### src/rtl/pipo_arb_pkg.sv
// Shared types and default sizing for the pipo_arb round-robin parallel-load arbiter.
package pipo_arb_pkg;

    typedef enum logic [1:0] {
        IDLE = 2'd0,
        LOAD = 2'd1,
        HOLD = 2'd2
    } state_e;

    localparam int DEF_N_REQ    = 4;
    localparam int DEF_WIDTH    = 4;
    localparam int DEF_HOLD_CYC = 2;
    localparam int HOLD_CNT_W   = 4;

endpackage

### src/rtl/pipo_arb_rr_pick.sv
// Combinational round-robin picker: first set request strictly after ptr, wrapping.
module rr_pick #(
    parameter int N_REQ = 4,
    parameter int IDX_W = 2
) (
    input  logic [N_REQ-1:0] req,
    input  logic [IDX_W-1:0] ptr,
    output logic [N_REQ-1:0] onehot,
    output logic [IDX_W-1:0] idx
);

    logic found;
    int   j;

    always_comb begin
        onehot = '0;
        idx    = '0;
        found  = 1'b0;
        j      = 0;
        for (int k = 1; k <= N_REQ; k++) begin
            j = int'(ptr) + k;
            if (j >= N_REQ) begin
                j = j - N_REQ;
            end
            if (!found && req[j]) begin
                found     = 1'b1;
                onehot[j] = 1'b1;
                idx       = IDX_W'(j);
            end
        end
    end

endmodule

### src/rtl/pipo_arb.sv
// Round-robin arbiter sharing one parallel-in/parallel-out register among N_REQ requesters.
// Optional same-winner relock when PIPO_ARB_LOCK_EN is defined.
import pipo_arb_pkg::*;

module pipo_arb #(
    parameter int N_REQ    = DEF_N_REQ,
    parameter int WIDTH    = DEF_WIDTH,
    parameter int HOLD_CYC = DEF_HOLD_CYC
) (
    input  logic                   clk,
    input  logic                   rst,
    input  logic [N_REQ-1:0]       req,
    input  logic [N_REQ*WIDTH-1:0] din,
`ifdef PIPO_ARB_LOCK_EN
    input  logic [N_REQ-1:0]       lock,
`endif
    output logic [N_REQ-1:0]       gnt,
    output logic [N_REQ-1:0]       ack,
    output logic                   ld,
    output logic [WIDTH-1:0]       q,
    output logic                   busy
);

    localparam int IDX_W = (N_REQ > 1) ? $clog2(N_REQ) : 1;
    localparam logic [HOLD_CNT_W-1:0] HOLD_INIT =
        (HOLD_CYC > 0) ? HOLD_CNT_W'(HOLD_CYC - 1) : '0;

    state_e                 state_q, state_d;
    logic [N_REQ-1:0]       gnt_q, gnt_d;
    logic [IDX_W-1:0]       ptr_q, ptr_d;
    logic [IDX_W-1:0]       win_q, win_d;
    logic [WIDTH-1:0]       q_q, q_d;
    logic [HOLD_CNT_W-1:0]  cnt_q, cnt_d;

    logic [N_REQ-1:0]       pick_oh;
    logic [IDX_W-1:0]       pick_idx;
    logic [N_REQ-1:0]       win_oh;
    logic [WIDTH-1:0]       win_data;
    logic                   relock;

    rr_pick #(
        .N_REQ (N_REQ),
        .IDX_W (IDX_W)
    ) u_pick (
        .req    (req),
        .ptr    (ptr_q),
        .onehot (pick_oh),
        .idx    (pick_idx)
    );

    always_comb begin
        win_oh        = '0;
        win_oh[win_q] = 1'b1;
    end

    assign win_data = din[int'(win_q)*WIDTH +: WIDTH];

`ifdef PIPO_ARB_LOCK_EN
    assign relock = lock[win_q] & req[win_q];
`else
    assign relock = 1'b0;
`endif

    always_comb begin
        state_d = state_q;
        gnt_d   = gnt_q;
        ptr_d   = ptr_q;
        win_d   = win_q;
        q_d     = q_q;
        cnt_d   = cnt_q;
        case (state_q)
            IDLE: begin
                gnt_d = '0;
                if (|req) begin
                    gnt_d   = pick_oh;
                    win_d   = pick_idx;
                    state_d = LOAD;
                end
            end
            LOAD: begin
                q_d   = win_data;
                ptr_d = win_q;
                gnt_d = '0;
                if (HOLD_CYC == 0) begin
                    // No hold window: the exit decision is taken right here.
                    state_d = relock ? LOAD : IDLE;
                    gnt_d   = relock ? win_oh : '0;
                end else begin
                    state_d = HOLD;
                    cnt_d   = HOLD_INIT;
                end
            end
            HOLD: begin
                if (cnt_q == '0) begin
                    state_d = relock ? LOAD : IDLE;
                    gnt_d   = relock ? win_oh : '0;
                end else begin
                    cnt_d = cnt_q - 1'b1;
                end
            end
            default: begin
                state_d = IDLE;
                gnt_d   = '0;
            end
        endcase
    end

    always_ff @(posedge clk or posedge rst) begin
        if (rst) begin
            state_q <= IDLE;
            gnt_q   <= '0;
            ptr_q   <= IDX_W'(N_REQ - 1);
            win_q   <= '0;
            q_q     <= '0;
            cnt_q   <= '0;
        end else begin
            state_q <= state_d;
            gnt_q   <= gnt_d;
            ptr_q   <= ptr_d;
            win_q   <= win_d;
            q_q     <= q_d;
            cnt_q   <= cnt_d;
        end
    end

    assign gnt  = gnt_q;
    assign ld   = (state_q == LOAD);
    assign ack  = (state_q == LOAD) ? gnt_q : '0;
    assign busy = (state_q != IDLE);
    assign q    = q_q;

endmodule

### config.mk
export PLATFORM = sky130hd
export DESIGN_NAME = pipo_arb
export DESIGN_NICKNAME = d
export VERILOG_FILES = /design/src/rtl/pipo_arb_pkg.sv /design/src/rtl/pipo_arb_rr_pick.sv /design/src/rtl/pipo_arb.sv
export SDC_FILE = /design/constraint.sdc
export NUM_CORES = 1
export LEC_CHECK = 0
export BUFFER_PORTS_ARGS = -buffer_cell sky130_fd_sc_hd__buf_2
export CORE_MARGIN = 1.5
export CORE_UTILIZATION = 47
export DETAILED_ROUTE_END_ITERATION = 6
export PLACE_DENSITY = 0.75
export SLEW_MARGIN = 20
export SYNTH_ARGS = -nofsm -noshare
export SYNTH_HDL_FRONTEND = slang
export SYNTH_SLANG_ARGS = --single-unit
### constraint.sdc
create_clock -name clk -period 2.3 [get_ports clk]
set_clock_uncertainty 0.1 [all_clocks]
set_input_delay 0.23 -clock clk [delete_from_list [all_inputs] [get_ports clk]]
set_output_delay 0.23 -clock clk [all_outputs]
set_load 0.05 [all_outputs]
Word-level counts from Yosys, hierarchy flattened --
Cells that the tools add are included.
Word-level totals: input port bits 22, output and inout port bits 14, logic and storage cells 98, bits in registers 18
Operators by class: $lt $le $gt $ge 12, reductions and logical operators 18, add/subtract/negate cells 9, equality and inequality tests 5, bitwise gates (word level) 3, shift operators 1, mux-type cells 44
Operators with widths (count):
- >= comparator 32 x 1 -> 1 bit, second input constant | 4
- >= comparator 32 x 4 -> 1 bit, second input constant | 4
- < comparator 32 x 4 -> 1 bit, second input constant | 4
- two-way mux 32 bit | 4
- subtractor 32 x 4 -> 32 bit, second input constant | 4
- two-way mux 4 bit | 8
- one-hot mux 4 bit (2 select lines) | 2
- indexed part select 16 x 5 -> 4 bit | 1
- two-way mux 1 bit | 15
- two-way mux 2 bit | 6
- OR 4 bit | 3
- binary-select mux 1 bit (select 2 bit) | 4
- demux 1 bit (select 2 bit) | 4
- logical AND 1 bit | 7
- adder 2 x 2 -> 3 bit, second input constant | 2
- inequality test 2 bit, second input constant | 3
- one-hot mux 2 bit (3 select lines) | 1
- AND reduction 2 bit | 3
- adder 2 x 3 -> 4 bit, second input constant | 1
- zero test 4 bit | 1
- nonzero test 2 bit | 2
- OR reduction 4 bit | 1
- subtractor 4 x 1 -> 4 bit, second input constant | 1
- adder 2 x 1 -> 3 bit, second input constant | 1
- 4 further kinds | 6

Depth between registers and ports, before layout --
word-level depth 18, depth in mapped cells 8, mapped depth without buffers 6

By module --
A second synthesis with hierarchy kept.
Second synthesis, totals: cell total of the unflattened synthesis 124, area, all modules 1396.3 µm²
By module, submodules not included:
- pipo_arb | area each 953.4 µm², cells an instance 81, seq. area each 452.9 µm², instances 1
- rr_pick | area each 442.9 µm², cells an instance 43, seq. area each 0.0 µm², instances 1

Least setup slack after synthesis --
Ideal clock, no wire load.
kind flip-flop to flip-flop, start point register ptr_q[0], end point register win_q[1], path slack -0.209 ns, setup time 0.082 ns, data required time 2.118 ns, arrival 2.327 ns, cell stages (with the launch flop) 8, cells stage by stage dfstp_2 buf_6 inv_1 ha_1 mux4_2 or2_0 or4_1 a31oi_1
On the way: cells in the longest elaborated chain, start to end 16, elaborated cells on any way between the ends 41, classes of those cells 8 x add/sub; 4 x order compare; 23 x mux; 6 x reduce/logical
Ends and longest elaborated chain:
- start, declared | line pipo_arb.sv:30 | logic [IDX_W-1:0] ptr_q, ptr_d;
- start signal, assigned | line pipo_arb.sv:112 | ptr_q <= IDX_W'(N_REQ - 1);
- start signal, assigned | line pipo_arb.sv:119 | ptr_q <= ptr_d;
- adder 2 x 1 -> 3 bit | line pipo_arb_rr_pick.sv:21 | j = int'(ptr) + k;
- subtractor 32 x 4 -> 32 bit / >= comparator 32 x 4 -> 1 bit (equally long branches) | line pipo_arb_rr_pick.sv:23, pipo_arb_rr_pick.sv:22
- two-way mux 32 bit | line pipo_arb_rr_pick.sv:22 | if (j >= N_REQ) begin
- binary-select mux 1 bit (select 2 bit) | line pipo_arb_rr_pick.sv:25 | if (!found && req[j]) begin
- two-way mux 1 bit (implied by the code) (2 in series) | line pipo_arb_rr_pick.sv:25
- two-way mux 1 bit | line pipo_arb_rr_pick.sv:25
- zero test 1 bit | line pipo_arb_rr_pick.sv:25
- logical AND 1 bit | line pipo_arb_rr_pick.sv:25
- two-way mux 1 bit | line pipo_arb_rr_pick.sv:25
- zero test 1 bit | line pipo_arb_rr_pick.sv:25
- logical AND 1 bit | line pipo_arb_rr_pick.sv:25
- two-way mux 1 bit | line pipo_arb_rr_pick.sv:25
- zero test 1 bit | line pipo_arb_rr_pick.sv:25
- logical AND 1 bit | line pipo_arb_rr_pick.sv:25
- two-way mux 2 bit * | line pipo_arb_rr_pick.sv:25
- end signal, assigned | line pipo_arb.sv:120 | win_q <= win_d;
- end, declared | line pipo_arb.sv:31 | logic [IDX_W-1:0] win_q, win_d;
Mark *: on every way between the ends. The rest lies on a longest branch, timed or not. The select of a mux whose other input is x is not followed. A chain may end at the register's enable or synchronous reset.

Worst setup path in the final report --
Ends and elaborated chain as after synthesis.

==> results.cfg <==
[outcome]
outcome = complete, no violations

[route]
drc = 0
wl_per_cell_um = 14.2
avgViaCountPerCell = 5.62
drt_iter0_drc = 49
dr.pass1.iters = 4
vias = 1163
ant_nets = 0
wl_um = 2940

[global_routing]
grt_util_all_layers_pct = 19.3
grt_start_max_net_pins = 19
grt_pass1_wl_um = 4820
antenna_found_initial = 0
grt_overflow = 0
grt_pass1_vias = 1098

[synth]
ys_ff_latch = 18
yosysUniqueCellTypes = 32
yosysSeqAreaShare_pct = 34.2
yosys_warnings = 0
synth.avg_cell_area_sq_um = 9.94
synth_cells = 133
netlist_top_cells_area = dfrtp_1 30%, mux4_2 14%, ha_1 9.5%
synth_nets = 165
syn_area_sq_mm = 0.00132
yosysTopAreaCell = dfrtp_1
netlist.area_leader.share_pct = 30.3

[final_layout]
layout-drive-gt1-share_pct = 38.6
area_growth_pct = 25.3
layout.nets = 209
n_antenna_cell = 0

[floorplanning]
core_sq_mm = 0.00271
die_w_um = 56.0
ios = 36
start_util_pct = 48.8
rows = 19
die_area_sq_mm = 0.00314
die_y_um = 56.0

[sta]
setup_viol = 0
finalCriticalPeriod_ns = 2.26
period_share_pct = 98.2
hold_viol = 0
max_slew_margin_pct = 55.4
clock.fmax_ghz = 0.443
fin_setup_tns_ns = 0
worstMarginPinSlew_ns = 0.669
hold_ws_ns = 0.254
rsz0062_at_grt = yes
slew_violations = 0

[worst_setup_path]
crit_required_ns = 2.42
crit_arrival_ns = 2.37
crit_type = flop to flop
crit_path_end_kind = flop
path_max_fanout = 5
crit_path_start_kind = flop

[flow_run]
maxCapViolCount = 0

[clock_tree]
clk_pin_slew_ns = 0.10
cts_tree = built
numClockSinks = 18
htree_levels = 1
cts_root_buf = clkbuf_4
clk_path_buf_depth = 2
clock_latency_ns = 0.29
cts_inserted_buffers = 3

[placed_design]
hpwl_um = 2260
numPortBuffers = 35
routabilityCongestion = 0.824

[pwr]
p_leak_nw = 0.796
peakVddDrop_uv = 1170
pwr_density_cell_mw_per_mm2 = 1550

[worst_hold_path]
hp-class = input port to flop
[final timing paths]
| check | to | cells after the start | start | slack, ns |
|---|---|---|---|---|
| hold / removal | q[3]$_DFFE_PP0P_ | 4 | din[3] | 0.25 |
| max in group asynchronous | cnt_q[2]$_DFFE_PP0P_ | 3 | rst | 1.18 |
| min in group asynchronous | q[2]$_DFFE_PP0P_ | 3 | rst | 0.49 |
| setup / recovery | win_q[1]$_DFFE_PP0P_ | 6 | ptr_q[0]$_DFFE_PP1P_ | 0.04 |
| setup reg to reg | win_q[1]$_DFFE_PP0P_ | 6 | ptr_q[0]$_DFFE_PP1P_ | 0.04 |
| hold reg to reg | q[0]$_DFFE_PP0P_ | 2 | q[0]$_DFFE_PP0P_ | 0.38 |
[layout by cell type (no fill, tap or decap), types with 2 or more instances in the layout]
master | netlist | final
buf_2 | 0 | 35
or2_2 | 2 | 2
nor2_1 | 5 | 5
a31oi_1 | 3 | 3
ha_1 | 10 | 9
a21oi_1 | 7 | 5
inv_1 | 11 | 10
nor2b_1 | 2 | 2
clkbuf_4 | 0 | 3
and2_1 | 4 | 4
nand2b_1 | 3 | 3
buf_4 | 0 | 10
mux4_2 | 8 | 8
nand2_1 | 18 | 18
dfstp_2 | 2 | 2
o21ai_0 | 5 | 5
mux2i_1 | 3 | 3
dfrtp_1 | 16 | 16
a221oi_1 | 4 | 4
a21oi_2 | 0 | 2
nand3b_1 | 4 | 4
or3b_2 | 2 | 2
nor3b_1 | 3 | 3
a221o_1 | 4 | 4
[registers in the layout (all words and copies together), names as in the netlist]
register and cells:
ptr_q 2, gnt 4, state_q 2, cnt_q 4
q 4, win_q 2
[power breakdown]
part	leakage [nW]	total [mW]	switching (mW)	internal (mW)
combinational	0.555	1.80	1.05	0.745
clock	0.0210	0.189	0.0927	0.0964
sequential	0.220	0.587	0.118	0.468
total	0.796	2.57	1.26	1.31
[area by class of cell]
| class | instances | area (sq um) |
|---|---|---|
| Clock buffer | 4 | 36.3 |
| Fill cell | 238 | 1050 |
| Inverter | 11 | 45.0 |
| Multi-Input combinational cell | 97 | 823 |
| Sequential cell | 18 | 453 |
| Tap cell | 31 | 38.8 |
| Timing Repair Buffer | 46 | 260 |
[cell usage after synthesis]
| master | n |
|---|---|
| a221oi_1 | 4 |
| nand3b_1 | 4 |
| xnor2_1 | 1 |
| a31oi_1 | 3 |
| a21oi_1 | 7 |
| nand2_1 | 18 |
| nor3_1 | 1 |
| o21ai_0 | 5 |
| dfrtp_1 | 16 |
| nor2b_1 | 2 |
| nand3_1 | 1 |
| nand2b_1 | 3 |
| or3b_2 | 2 |
| and2_1 | 4 |
| a221o_1 | 4 |
| clkbuf_1 | 6 |
| nor2_1 | 5 |
| nor4b_2 | 1 |
| o32ai_1 | 1 |
| or2_0 | 1 |
| inv_1 | 11 |
| mux2i_1 | 3 |
| buf_6 | 1 |
| or2_2 | 2 |
| mux4_2 | 8 |
| o2111ai_1 | 1 |
| nor4_1 | 1 |
| ha_1 | 10 |
| or4_1 | 1 |
| xor2_1 | 1 |
| nor3b_1 | 3 |
| dfstp_2 | 2 |
[kinds of logic after synthesis]
| kind of cell | share of synthesized area [%] |
|---|---|
| AO/OA/AOI/OAI | 13.0 |
| XOR/XNOR | 1.32 |
| adder cells (fa/ha/maj) | 9.46 |
| buffers and inverters | 5.68 |
| flip-flops | 34.2 |
| multiplexers | 15.9 |
| AND/OR/NAND/NOR | 20.4 |
[per-layer routing]
layer | wire, um | track usage, %
met5 | 0 | 0
met3 | 46 | 2.09
met2 | 1550 | 32.1
met1 | 1320 | 25.3
met4 | 27 | 8.84
[per-stage QoR]
stage	std cells	worst slack [ns]	instance area, sq um	utilization (%)	power (mW)
4_1_cts	205	0.0459	1630	60.0	2.49
6_report	207	0.0425	1660	61.1	2.57
5_1_grt	207	-0.0413	1660	61.1	2.78
3_3_place_gp	200	0.127	1580	58.3	2.24
2_1_floorplan	133	-0.0997	1340	-	1.89
3_5_place_dp	200	0.0751	1580	58.3	2.30
[what timing repair did]
item / in CTS / in global routing
setup buffers: 0 / 2
setup endpoints to repair: 0 / 5
endpoints found under the hold margin: 16 / 0
hold buffers: 1 / 0
resized for setup: 0 / 4
[critical path, cell delays in order, from the launching register on]
cell        delay (ns)
dfstp_2           0.57
clkinvlp_4        0.10
ha_4              0.30
mux4_2            0.31
or2_1             0.23
or4_1             0.40
a31oi_1           0.17
No activity file was read; power rests on OpenSTA's default activity.
